**src/rtl/stream_mux_pkg.sv**
```systemverilog
// Shared constants and helpers for the N-to-1 stream multiplexer.
// Imported by stream_mux_nto1 and rr_arbiter.
package stream_mux_pkg;

    localparam int MIN_NUM_CH = 2;
    localparam int MIN_DATA_W = 1;

    // Select width for n channels, never narrower than one bit
    function automatic int clog2_min1(input int n);
        int r;
        r = 0;
        while ((1 << r) < n) begin
            r++;
        end
        return (r < 1) ? 1 : r;
    endfunction

endpackage

```
**src/rtl/stream_mux_nto1_rr_arbiter.sv**
```systemverilog
// Combinational rotating-priority arbiter.
// Highest priority goes to the requester just after ptr.
module rr_arbiter
    import stream_mux_pkg::*;
#(
    parameter int NUM_CH = 4,
    parameter int SEL_W  = clog2_min1(NUM_CH)
) (
    input  logic [NUM_CH-1:0] req,
    input  logic [SEL_W-1:0]  ptr,
    output logic [SEL_W-1:0]  gnt_idx,
    output logic              gnt_vld
);

    // Walk from farthest to nearest so the nearest requester wins
    always_comb begin
        gnt_idx = '0;
        gnt_vld = 1'b0;
        for (int k = NUM_CH; k >= 1; k--) begin
            int idx;
            idx = (int'(ptr) + k) % NUM_CH;
            if (req[idx[SEL_W-1:0]]) begin
                gnt_idx = idx[SEL_W-1:0];
                gnt_vld = 1'b1;
            end
        end
    end

endmodule

```
**src/rtl/stream_mux_nto1.sv**
```systemverilog
// N-channel valid/ready stream mux, static or round-robin select, one output register.
// Define STREAM_MUX_LOCK_EN to hold the grant on one channel until its in_last beat.
module stream_mux_nto1
    import stream_mux_pkg::*;
#(
    parameter int NUM_CH = 4,
    parameter int DATA_W = 8,
    localparam int SEL_W = clog2_min1(NUM_CH)
) (
    input  logic                     clk,
    input  logic                     rst_n,
    input  logic                     rr_en,
    input  logic [SEL_W-1:0]         sel,
    input  logic [NUM_CH-1:0]        in_valid,
    input  logic [NUM_CH*DATA_W-1:0] in_data,
    input  logic [NUM_CH-1:0]        in_last,
    output logic [NUM_CH-1:0]        in_ready,
    output logic                     out_valid,
    output logic [DATA_W-1:0]        out_data,
    output logic [SEL_W-1:0]         out_ch,
    output logic                     out_last,
    input  logic                     out_ready
);

    if (NUM_CH < MIN_NUM_CH) begin : g_chk_ch
        $error("stream_mux_nto1: NUM_CH must be >= 2");
    end
    if (DATA_W < MIN_DATA_W) begin : g_chk_dw
        $error("stream_mux_nto1: DATA_W must be >= 1");
    end

    logic              load_en;
    logic              locked;
    logic [SEL_W-1:0]  lock_ch;
    logic [SEL_W-1:0]  rr_ptr;
    logic [SEL_W-1:0]  arb_idx;
    logic              arb_vld;
    logic [SEL_W-1:0]  grant;
    logic              gnt_ok;
    logic              g_valid;
    logic              g_last;
    logic [DATA_W-1:0] g_data;
    logic              xfer;

    assign load_en = !out_valid || out_ready;

    rr_arbiter #(
        .NUM_CH (NUM_CH),
        .SEL_W  (SEL_W)
    ) u_arb (
        .req     (in_valid),
        .ptr     (rr_ptr),
        .gnt_idx (arb_idx),
        .gnt_vld (arb_vld)
    );

`ifdef STREAM_MUX_LOCK_EN
    logic             lock_q;
    logic [SEL_W-1:0] lock_ch_q;

    always_ff @(posedge clk or negedge rst_n) begin
        if (!rst_n) begin
            lock_q    <= 1'b0;
            lock_ch_q <= '0;
        end else if (xfer) begin
            lock_q <= !g_last;
            if (!g_last) begin
                lock_ch_q <= grant;
            end
        end
    end

    assign locked  = lock_q;
    assign lock_ch = lock_ch_q;
`else
    assign locked  = 1'b0;
    assign lock_ch = '0;
`endif

    // Static select never looks at in_valid, so no valid->ready path there
    always_comb begin
        grant  = '0;
        gnt_ok = 1'b0;
        if (locked) begin
            grant  = lock_ch;
            gnt_ok = 1'b1;
        end else if (rr_en) begin
            grant  = arb_idx;
            gnt_ok = arb_vld;
        end else begin
            grant  = sel;
            gnt_ok = int'(sel) < NUM_CH;
        end
    end

    always_comb begin
        g_valid  = 1'b0;
        g_last   = 1'b0;
        g_data   = '0;
        in_ready = '0;
        for (int c = 0; c < NUM_CH; c++) begin
            if (gnt_ok && grant == SEL_W'(c)) begin
                g_valid     = in_valid[c];
                g_last      = in_last[c];
                g_data      = in_data[c*DATA_W +: DATA_W];
                in_ready[c] = load_en;
            end
        end
    end

    assign xfer = g_valid && load_en;

    always_ff @(posedge clk or negedge rst_n) begin
        if (!rst_n) begin
            out_valid <= 1'b0;
            out_data  <= '0;
            out_ch    <= '0;
            out_last  <= 1'b0;
        end else if (xfer) begin
            out_valid <= 1'b1;
            out_data  <= g_data;
            out_ch    <= grant;
            out_last  <= g_last;
        end else if (out_ready) begin
            out_valid <= 1'b0;
        end
    end

    always_ff @(posedge clk or negedge rst_n) begin
        if (!rst_n) begin
            rr_ptr <= SEL_W'(NUM_CH - 1);
        end else if (xfer && rr_en && !locked) begin
            rr_ptr <= grant;
        end
    end

endmodule
```
**config.mk**
```make
export PLATFORM = sky130hd
export DESIGN_NAME = stream_mux_nto1
export DESIGN_NICKNAME = d
export VERILOG_FILES = /design/src/rtl/stream_mux_pkg.sv /design/src/rtl/stream_mux_nto1_rr_arbiter.sv /design/src/rtl/stream_mux_nto1.sv
export SDC_FILE = /design/constraint.sdc
export NUM_CORES = 1
export LEC_CHECK = 0
export CAP_MARGIN = 0
export CORE_MARGIN = 2
export CORE_UTILIZATION = 39
export CTS_CLUSTER_SIZE = 20
export DETAILED_ROUTE_END_ITERATION = 10
export GPL_TIMING_DRIVEN = 0
export PLACE_DENSITY = 0.77
export SYNTH_ARGS = -nofsm -noshare
export SYNTH_HDL_FRONTEND = slang
export SYNTH_SLANG_ARGS = --single-unit
```
**constraint.sdc**
```tcl
create_clock -name clk -period 2.1 [get_ports clk]
set_clock_uncertainty 0.15 [all_clocks]
set_input_delay 0.21 -clock clk [delete_from_list [all_inputs] [get_ports clk]]
set_output_delay 0.21 -clock clk [all_outputs]
set_load 0.05 [all_outputs]
```
# == Word-level counts from Yosys, hierarchy flattened ==
# Index checks and enable logic that the tools add are counted.
# classes
addsub,4
n_lt_le_gt_ge,4
n_eq_ne,3
mux,36
n_reduce_logical,10
# ops
operator,count
8-bit 2-to-1 mux,4
1-bit 2-to-1 mux,23
2-bit by 3-bit less-than comparator with 1-bit output (second input constant),4
2-bit 2-to-1 mux,5
1-bit binary-select mux with 2-bit select,4
1-bit logical AND,6
2-bit by 1-bit adder with 2-bit output (second input constant),2
2-bit adder (second input constant),2
2-bit equality test (second input constant),2
2-bit by 1-bit equality test with 1-bit output (second input constant),1
2-bit zero test,1
2-bit nonzero test,1
1-bit zero test,1
1-bit logical OR,1
# word_totals
reg_bits,14
word_cells,62

# == Longest topological paths before layout ==
# Gate-level depths: netlist of run 1.
# logic_depth
word_depth,16
ltp_mapped,9

# == Modules after synthesis ==
# Synthesis of run 1 repeated with hierarchy kept, for this count alone.
# unflattened
hier_cells,124
hier_area_um2,1118.6
# modules_own_cells
mod,n_inst,cells_per_inst,area_each_um2
stream_mux_nto1,1,110,1027.2
rr_arbiter,1,14,91.3

# == Worst setup path after synthesis of run 1 ==
# No wires, ideal clock.
# synth_path
kind,flip-flop to output port
start,register rr_ptr[0]
end,output in_ready[3]
arrival_ns,2.527
setup_slack_ns,-0.787
stages_incl_launch_ff,9
n_path_buf,3
path_cell_list,dfstp_2 nor2b_1 buf_4 a21oi_2 o211a_1 buf_4 buf_6 nor2_1 nor3_1
# synth_via
elab_chain_len,11
elab_cells_between_ends,25
cone_classes,add/sub: 4; eq/ne: 1; mux: 19; reduce/logical: 1
# synth_lines
element,line_no,source
start: declaration,stream_mux_nto1.sv:35,logic [SEL_W-1:0] rr_ptr;
start signal: assignment,stream_mux_nto1.sv:131,rr_ptr <= SEL_W'(NUM_CH - 1);
start signal: assignment,stream_mux_nto1.sv:133,rr_ptr <= grant;
2-bit by 1-bit adder with 2-bit output,stream_mux_nto1_rr_arbiter.sv:21,idx = (int'(ptr) + k) % NUM_CH;
1-bit binary-select mux with 2-bit select,stream_mux_nto1_rr_arbiter.sv:22,if (req[idx[SEL_W-1:0]]) begin
1-bit 2-to-1 mux (not written as such),stream_mux_nto1_rr_arbiter.sv:22,
2-bit 2-to-1 mux (4 in a row),stream_mux_nto1_rr_arbiter.sv:22,
2-bit 2-to-1 mux,stream_mux_nto1.sv:87,end else if (rr_en) begin
2-bit equality test,stream_mux_nto1.sv:102,if (gnt_ok && grant == SEL_W'(c)) begin
1-bit logical AND (*),stream_mux_nto1.sv:102,
1-bit 2-to-1 mux (*),stream_mux_nto1.sv:102,
end: declaration,stream_mux_nto1.sv:17,"output logic [NUM_CH-1:0] in_ready,"
# Every way passes the cells marked *; elsewhere a longest branch is shown, timed or not. The select of a mux whose other input is x is not followed.

# == Worst setup path after layout of run 1 ==
# layout_path
start,register rr_ptr[0]
end,register out_data[2]
# layout_via
elab_chain_len,15
elab_cells_between_ends,39
cone_classes,add/sub: 4; eq/ne: 3; mux: 26; reduce/logical: 6
# layout_lines
element,line_no,source
2-bit by 1-bit adder with 2-bit output,stream_mux_nto1_rr_arbiter.sv:21,
1-bit binary-select mux with 2-bit select,stream_mux_nto1_rr_arbiter.sv:22,
1-bit 2-to-1 mux (not written as such),stream_mux_nto1_rr_arbiter.sv:22,
2-bit 2-to-1 mux (4 in a row),stream_mux_nto1_rr_arbiter.sv:22,
2-bit 2-to-1 mux,stream_mux_nto1.sv:87,
2-bit zero test,stream_mux_nto1.sv:102,
1-bit logical AND,stream_mux_nto1.sv:102,
1-bit 2-to-1 mux (4 in a row),stream_mux_nto1.sv:102,
1-bit logical AND,stream_mux_nto1.sv:111,assign xfer = g_valid && load_en;
end signal: assignment,stream_mux_nto1.sv:121,out_data <= g_data;
end: declaration,stream_mux_nto1.sv:19,"output logic [DATA_W-1:0] out_data,"
# Parallel ways exist; a longest one is shown, timed or not. The select of a mux whose other input is x is not followed.
# A chain may end at the register's enable or synchronous reset.

==> qor.txt, run 1 <==
OUTCOME
-----------------------------------------------------------------------------------------------------
Run status                                                                               complete, but fails checks
Violations in the final reports                                                          negative setup slack

CRITICAL PATH
-----------------------------------------------------------------------------------------------------
Cell count of the worst reg-to-reg path                                                             9
Critical path buffers and inverters                                                                 4
Family with the most delay on the worst path                                               flip-flops
Kind of launch point of the worst setup path                                                 register
Path length in cells of the critical path                                                           9
Startpoint of the most critical register-to-register path                                rr_ptr[0]$_DFFE_PN1P_
Worst path slowest cell                                                                       dfstp_2
CP max FO                                                                                           7
Most common cell type on the critical path                                                      buf_6
Flop-to-flop setup slack                                                                      -400 ps
Critical path's largest stage delay                                                            590 ps
Required time at the worst-slack endpoint                                                     2150 ps
Critical path arrival                                                                         2550 ps
Capture instance of the worst register-to-register path                                  out_data[2]$_DFFE_PN0P_
CP Cell Sequence                                                                         buf_6 > a22oi_2 > o211a_1 > buf_6 > buf_8 > buf_6 > nor4_1 > a221o_1 > mux2_4
Kind of critical path                                                                    register to register
CP endpoint kind                                                                             register

FINISH
-----------------------------------------------------------------------------------------------------
Antenna diodes                                                                                      0
Total of fill cells in the finished design                                                        262
Layout Nets                                                                                       317
P&R area growth vs syn                                                                          79.8%
Share of post-route cells with drive strength above 1                                           30.4%
Most common cell after layout, fill and taps aside                                       clkdlybuf4s50_1
Most frequent cells in the layout                                                        clkdlybuf4s50_1 (53), nand2_1 (41), buf_6 (16)
Utilization after layout                                                                        72.1%
Area used by sequential logic in the layout                                                   353 µm²
Multi-input combinational cell area                                                          1170 µm²

CLOCK NETWORK
-----------------------------------------------------------------------------------------------------
Bufs on Longest Clock Path                                                                          2
CTS tree                                                                                        built
Clock-pin slew on the worst setup and hold paths                                                70 ps
Number of sinks driven by the clock tree                                                           14
Clock insertion delay at the later pin of the skew report                                      250 ps
Number of buffers inserted during clock tree synthesis                                              3
H-tree levels                                                                                       1
Root Buffer Master                                                                           clkbuf_8

SYNTH
-----------------------------------------------------------------------------------------------------
Number of synthesized flops with an enable pin                                                      0
Flip-flop and latch count after synthesis                                                          14
Post-Synthesis Mean Instance Area                                                            7.82 µm²
Post-synthesis share of cell area spent on full adders, half adders and majority gates             0%
Post-Synthesis Cell Area                                                                     1450 µm²
Count of unique library cells instantiated by Yosys                                                42
Sequential cell area fraction in the yosys report                                               24.4%
Simple-gate share of the synthesized area                                                       27.2%
Fraction of synthesized area in multiplexers                                                    10.5%
Number of standard cells after synthesis                                                          185
Synth Warn #                                                                                        0
Main combinational cell family by area after synthesis                                   compound AO/OA/AOI/OAI gates
Xor and xnor area share after synthesis                                                            0%
Synthesized net count                                                                             231
Post-synthesis compound-gate area fraction                                                      30.4%
Most frequently used flop master after synthesis                                              dfrtp_1
Post-synthesis async set-or-reset flop share                                                     100%

POWER AND IR DROP
-----------------------------------------------------------------------------------------------------
Leak Pwr                                                                                      1.09 nW
Total power per unit cell area                                                            1100 nW/µm²
Tot Pwr                                                                                     0.00287 W
Switching Fraction                                                                              46.7%
Internal power of the cells                                                                 0.00153 W
Worst VDD drop                                                                               0.391 mV
Psw                                                                                         0.00134 W
Proportion of power drawn by combinational gates                                                72.3%
Power share of the sequential group                                                             18.0%
Clock power share                                                                                9.8%

GRT
-----------------------------------------------------------------------------------------------------
Overall fraction of global-route tracks in use                                                  25.8%
Maximum number of pins on one net before global-route repair                                       15
Antenna violations before repair                                                                    0
Wire length of the first global-routing pass                                                  8.37 mm
Number of global-route vias before repair                                                        1770
GR Overflow Total                                                                                   0

PLACEMENT
-----------------------------------------------------------------------------------------------------
Worst Setup Slack post-DPL                                                                   -1260 ps
Detailed-placement wirelength estimate                                                        3.35 mm
Number of I/O port buffers                                                                         60
Global placer's final weighted congestion                                                       0.895

FLOORPLANNING
-----------------------------------------------------------------------------------------------------
Core Area                                                                                    3610 µm²
Die outline width                                                                             64.9 µm
Die height                                                                                    64.9 µm
Initial core utilization                                                                        40.1%
Core Rows                                                                                          22
I/O pin cnt                                                                                        62
Die area                                                                                     4210 µm²

RUN
-----------------------------------------------------------------------------------------------------
Number of maximum-capacitance violations                                                            0

TIMING
-----------------------------------------------------------------------------------------------------
Max-slew violation total from the final report                                                      0
Setup repair after global routing missed its margin                                              true
Hold Violations, Final                                                                              0
Final worst path period share                                                                    119%
Setup TNS after final layout                                                                 -4740 ps
Worst rel slew slack                                                                            54.7%
Slew at the pin with the worst max-slew slack                                                  678 ps
Final worst path period need                                                                  2500 ps
Peak Freq                                                                                     400 MHz
Worst path setup slack after routing                                                          -400 ps
Setup-failing EPs final                                                                            16

ROUTE
-----------------------------------------------------------------------------------------------------
Post-detailed-route DRC marker count                                                                0
DR pass1 iterations                                                                                 4
Routed WL                                                                                     5.79 mm
Final ANT Viol Nets                                                                                 0
Average detailed-routed wire length per instance                                              18.2 µm
Number of vias per cell after detailed routing                                                   5.90
First DRT Iteration DRCs                                                                          132
Vias                                                                                             1875

MIN PATH
-----------------------------------------------------------------------------------------------------
Path category of the worst min-delay check                                               input port to async pin

stage by stage:
step                      cell area [µm²]  instances  hold slack [ps]
after detailed placement             2200        293              349
after CTS                            2510        313              238
after global routing                 2600        318              261
after global placement               2200        293              342
after floorplan                      1540        185             -236
final                                2600        318              216
how the worst max path moves through the flow:
stage               slack (ps)                  start                 endpoint
finish                    -400  rr_ptr[0]$_DFFE_PN1P_  out_data[2]$_DFFE_PN0P_
global route              -530  rr_ptr[0]$_DFFE_PN1P_  out_data[2]$_DFFE_PN0P_
CTS                       -270  rr_ptr[1]$_DFFE_PN1P_  out_data[4]$_DFFE_PN0P_
detailed placement       -1260                  rr_en              in_ready[2]
global placement         -1230                  rr_en              in_ready[0]
floorplan                 -150  rr_ptr[1]$_DFFE_PN1P_              in_ready[0]
cell families after synthesis:
family,count (synthesis)
AOI/OAI and AO/OA,57
DFF,14
and+or+nand+nor,82
buffers and inverters,21
muxes,11
layout make-up:
| type | count | area share, % |
|---|---|---|
| buffer | 15 | 4.28 |
| sequential | 14 | 13.6 |
| multi-input combinational | 150 | 45.0 |
| timing repair buffer | 82 | 32.0 |
| tap | 48 | 2.31 |
| clock buffer | 4 | 2.12 |
| inverter | 5 | 0.722 |
routing by layer:
metal	part of all wire, %	up-vias	GRT usage (%)	wire, µm
met5	0	-	0	0
met4	3.4	0	13.0	196
met3	7.0	20	2.08	408
met2	50	112	47.2	2890
met1	40	878	29.8	2290
li1	-	865	-	-
power groups by stage:
stage               clock network [W]  logic (W)  registers (W)
finish                       0.000280    0.00207       0.000516
CTS                          0.000271    0.00194       0.000505
floorplan                           0   0.000788       0.000890
global placement                    0    0.00164       0.000515
global route                 0.000293    0.00216       0.000525
detailed placement                  0    0.00165       0.000518
registers in the layout, indices dropped and copies added (netlist names):
| name | count |
|---|---|
| out_valid | 1 |
| out_ch | 2 |
| rr_ptr | 2 |
| out_data | 8 |
| out_last | 1 |
cell usage after synthesis (3+ instances only):
| cell | number | share of area (%) |
|---|---|---|
| nand2_1 | 43 | 11 |
| dfrtp_1 | 12 | 21 |
| a211oi_1 | 9 | 4.7 |
| a221o_1 | 9 | 6.2 |
| and3_1 | 9 | 3.9 |
| nor4_1 | 9 | 3.9 |
| o211ai_1 | 9 | 4.7 |
| o21ai_0 | 9 | 3.1 |
| mux2_4 | 8 | 8.3 |
| clkbuf_1 | 7 | 1.8 |
| buf_2 | 5 | 1.7 |
| nor2_1 | 5 | 1.3 |
| inv_1 | 4 | 1.0 |
| nand2b_1 | 4 | 1.7 |
| a21oi_1 | 3 | 1.0 |
| a31oi_1 | 3 | 1.3 |
| nor2b_1 | 3 | 1.3 |
| nor3_1 | 3 | 1.0 |
what timing repair did:
action / CTS / global route
hold endpoints to repair: 0 / 0
hold buffers: 0 / 0
pin swaps: 10 / 7
resized for setup: 57 / 13
setup buffers: 14 / 6
setup endpoints to repair: 17 / 17
cloned: 3 / 1
No activity file was read; power rests on OpenSTA's default activity.
==> run 2: changes to the inputs <==
--- a/config.mk
+++ b/config.mk
@@ -5,7 +5,7 @@
 export SDC_FILE = /design/constraint.sdc
 export NUM_CORES = 1
 export LEC_CHECK = 0
-export CAP_MARGIN = 0
+export CAP_MARGIN = 10
 export CORE_MARGIN = 2
 export CORE_UTILIZATION = 39
 export CTS_CLUSTER_SIZE = 20
==> results of run 2 <==
Same layout as run 1: the final DEF is identical, and so are final timing and power.
==> run 3: changes to the inputs <==
--- a/config.mk
+++ b/config.mk
@@ -12,6 +12,7 @@
 export DETAILED_ROUTE_END_ITERATION = 10
 export GPL_TIMING_DRIVEN = 0
 export PLACE_DENSITY = 0.77
+export SKIP_LAST_GASP = 1
 export SYNTH_ARGS = -nofsm -noshare
 export SYNTH_HDL_FRONTEND = slang
 export SYNTH_SLANG_ARGS = --single-unit
==> run 3 against run 2 <==
  * The run still ends with negative setup slack left
  * Critical path depth shrank 2
  * Register-to-register slack better by 70 ps
  * Sequential share of layout area increased by 0.12 points
  * Global-route usage is 0.073 points lower
  * Core utilization down 0.62 points
  * Via count down 3.8%
  * Total power decreased by 0.91%
  * Flip-flop and latch count unchanged
  * Critical path type unchanged
==> qor.txt, run 3 (synthesized netlist as in run 1, its figures left out) <==
MIN PATH
---------------------------------------------------------------------------
Path category of the worst min-delay check                     input port to async pin   unchanged

POWER AND IR DROP
---------------------------------------------------------------------------
Switching Fraction                                                    46.4%   was 46.7%
Proportion of power drawn by combinational gates                      72.0%   was 72.3%
Total power per unit cell area                                  1100 nW/µm²   about the same
Worst VDD drop                                                     0.379 mV   was 0.391 mV
Leak Pwr                                                            1.09 nW   about the same
Psw                                                               0.00132 W   was 0.00134 W
Clock power share                                                      9.9%   was 9.8%
Internal power of the cells                                       0.00153 W   about the same
Power share of the sequential group                                   18.1%   was 18.0%
Tot Pwr                                                           0.00285 W   was 0.00287 W

FINISH
---------------------------------------------------------------------------
Largest register FFs                                                      8   unchanged
Most frequent cells in the layout                              clkdlybuf4s50_1 (53), nand2_1 (41), buf_4 (14)   was clkdlybuf4s50_1 (53), nand2_1 (41), buf_6 (16)
Share of post-route cells with drive strength above 1                 29.3%   was 30.4%
Largest Register                                                   out_data   unchanged
P&R area growth vs syn                                                78.2%   was 79.8%
Largest regs                                                   out_data x8, out_ch x2, rr_ptr x2   unchanged
Layout Nets                                                             317   unchanged
Total of fill cells in the finished design                              277   was 262
Most common cell after layout, fill and taps aside             clkdlybuf4s50_1   unchanged
Finished Cell Area                                                 2580 µm²   was 2600 µm²
Antenna diodes                                                            0   unchanged

TIMING
---------------------------------------------------------------------------
Setup-failing EPs final                                                  16   unchanged
Setup TNS after final layout                                       -4360 ps   was -4740 ps
Final worst path period need                                        2430 ps   was 2500 ps
Final worst path period share                                          116%   was 119%
Slew at the pin with the worst max-slew slack                        664 ps   was 678 ps
Hold Violations, Final                                                    0   unchanged
Setup repair after global routing missed its margin                    true   unchanged
Max-slew violation total from the final report                            0   unchanged
Peak Freq                                                           411 MHz   was 400 MHz
Final Hold Slack                                                     209 ps   was 216 ps
Worst rel slew slack                                                  55.6%   was 54.7%
Worst path setup slack after routing                                -330 ps   was -400 ps

CLOCK NETWORK
---------------------------------------------------------------------------
Clock insertion delay at the later pin of the skew report            250 ps   about the same
Number of buffers inserted during clock tree synthesis                    3   unchanged
H-tree levels                                                             1   unchanged
CTS tree                                                              built   unchanged
Number of sinks driven by the clock tree                                 14   unchanged
Root Buffer Master                                                 clkbuf_8   unchanged
Clock-pin slew on the worst setup and hold paths                      70 ps   about the same
Bufs on Longest Clock Path                                                2   unchanged

CRITICAL PATH
---------------------------------------------------------------------------
Required time at the worst-slack endpoint                           2090 ps   was 2150 ps
Flop-to-flop setup slack                                            -330 ps   was -400 ps
Kind of critical path                                          register to register   unchanged
Critical path arrival                                               2420 ps   was 2550 ps
CP max FO                                                                 5   was 7
Kind of launch point of the worst setup path                       register   unchanged
CP endpoint kind                                                   register   unchanged

GRT
---------------------------------------------------------------------------
Number of global-route vias before repair                              1740   was 1770
Antenna violations before repair                                          0   unchanged
Overall fraction of global-route tracks in use                        25.7%   was 25.8%
Wire length of the first global-routing pass                        8.34 mm   was 8.37 mm
GR Overflow Total                                                         0   unchanged
Maximum number of pins on one net before global-route repair             15   unchanged

PLACEMENT
---------------------------------------------------------------------------
Detailed-placement wirelength estimate                              3.35 mm   unchanged
Global placer's final weighted congestion                             0.895   unchanged
Worst Setup Slack post-DPL                                         -1260 ps   unchanged
Number of I/O port buffers                                               60   unchanged
Area after detailed placement                                      2200 µm²   unchanged

ROUTE
---------------------------------------------------------------------------
Number of vias per cell after detailed routing                         5.67   was 5.90
Routed WL                                                           5.56 mm   was 5.79 mm
Vias                                                                   1803   was 1875
Post-detailed-route DRC marker count                                      0   unchanged
Final ANT Viol Nets                                                       0   unchanged
DR pass1 iterations                                                       4   unchanged
First DRT Iteration DRCs                                                120   was 132
Average detailed-routed wire length per instance                    17.5 µm   was 18.2 µm

FLOORPLANNING
---------------------------------------------------------------------------
Core Rows                                                                22   unchanged
Die height                                                          64.9 µm   unchanged
I/O pin cnt                                                              62   unchanged
Die area                                                           4210 µm²   unchanged
Core Area                                                          3610 µm²   unchanged
Die outline width                                                   64.9 µm   unchanged
Initial core utilization                                              40.1%   unchanged

OUTCOME
---------------------------------------------------------------------------
Run status                                                     complete, but fails checks   unchanged
Violations in the final reports                                negative setup slack   unchanged

RUN
---------------------------------------------------------------------------
Number of maximum-capacitance violations                                  0   unchanged

[run 3: cell counts in the layout (fill, tap and decap cells not counted)]
Identical to the previous run, type by type.
[run 3: worst paths after layout]
path,startpoint,end,cells after the start
hold / removal,rst_n,out_ch[1]$_DFFE_PN0P_,1
setup / recovery,rr_ptr[0]$_DFFE_PN1P_,out_data[4]$_DFFE_PN0P_,7
hold reg to reg,out_data[5]$_DFFE_PN0P_,out_data[5]$_DFFE_PN0P_,1
min in group clk,in_valid[3],out_valid$_DFFE_PN0P_,5
max in group asynchronous,rst_n,out_data[4]$_DFFE_PN0P_,1
setup reg to reg,rr_ptr[0]$_DFFE_PN1P_,out_data[4]$_DFFE_PN0P_,7
[run 3: power by group through the flow]
stage / clock, W / sequential [W] / combinational, W
after global placement: 0 / 0.000515 / 0.00164
final: 0.000283 / 0.000514 / 0.00205
after floorplan: 0 / 0.000890 / 0.000788
after detailed placement: 0 / 0.000518 / 0.00165
after CTS: 0.000271 / 0.000505 / 0.00193
after global routing: 0.000292 / 0.000528 / 0.00214
[run 3: metal layers]
metal  track usage, %  vias up  share of wire (%)
li1                 -      864                  -
met1             30.5      844                 42
met2             46.9       86                 51
met3             1.91        9                5.4
met4             11.4        0                1.7
met5                0        -                  0
[run 3: critical path, cell delays in order (launching register included)]
cell and delay [ps]:
dfstp_2 600, buf_6 130, a22oi_2 80, o211a_1 300, nand2b_4 220, a311oi_4 330, buf_6 200, mux2_4 310
[run 3: repair_timing]
item | 4_1_cts | 5_1_grt
gates resized for setup | 53 | 11
gates cloned | 3 | 0
endpoints found under the setup margin | 17 | 17
pin swaps | 8 | 6
hold buffers | 0 | 0
setup buffers | 14 | 6
[run 3: area by class of cell]
class                   count  area [µm²]  share of cell area, %
repair buffers             82         826                   32.0
inverters                   5        18.8                  0.728
plain buffers              15         111                   4.32
flip-flops and latches     14         353                   13.7
clock buffers               4        55.1                   2.14
multi-input cells         150        1150                   44.8
well taps                  48        60.1                   2.33
[run 3: stage by stage]
stage	util (%)	instances
6_report	71.5	318
5_1_grt	71.5	318
4_1_cts	69.3	313
3_5_place_dp	61.0	293
3_3_place_gp	61.0	293
2_1_floorplan	-	185
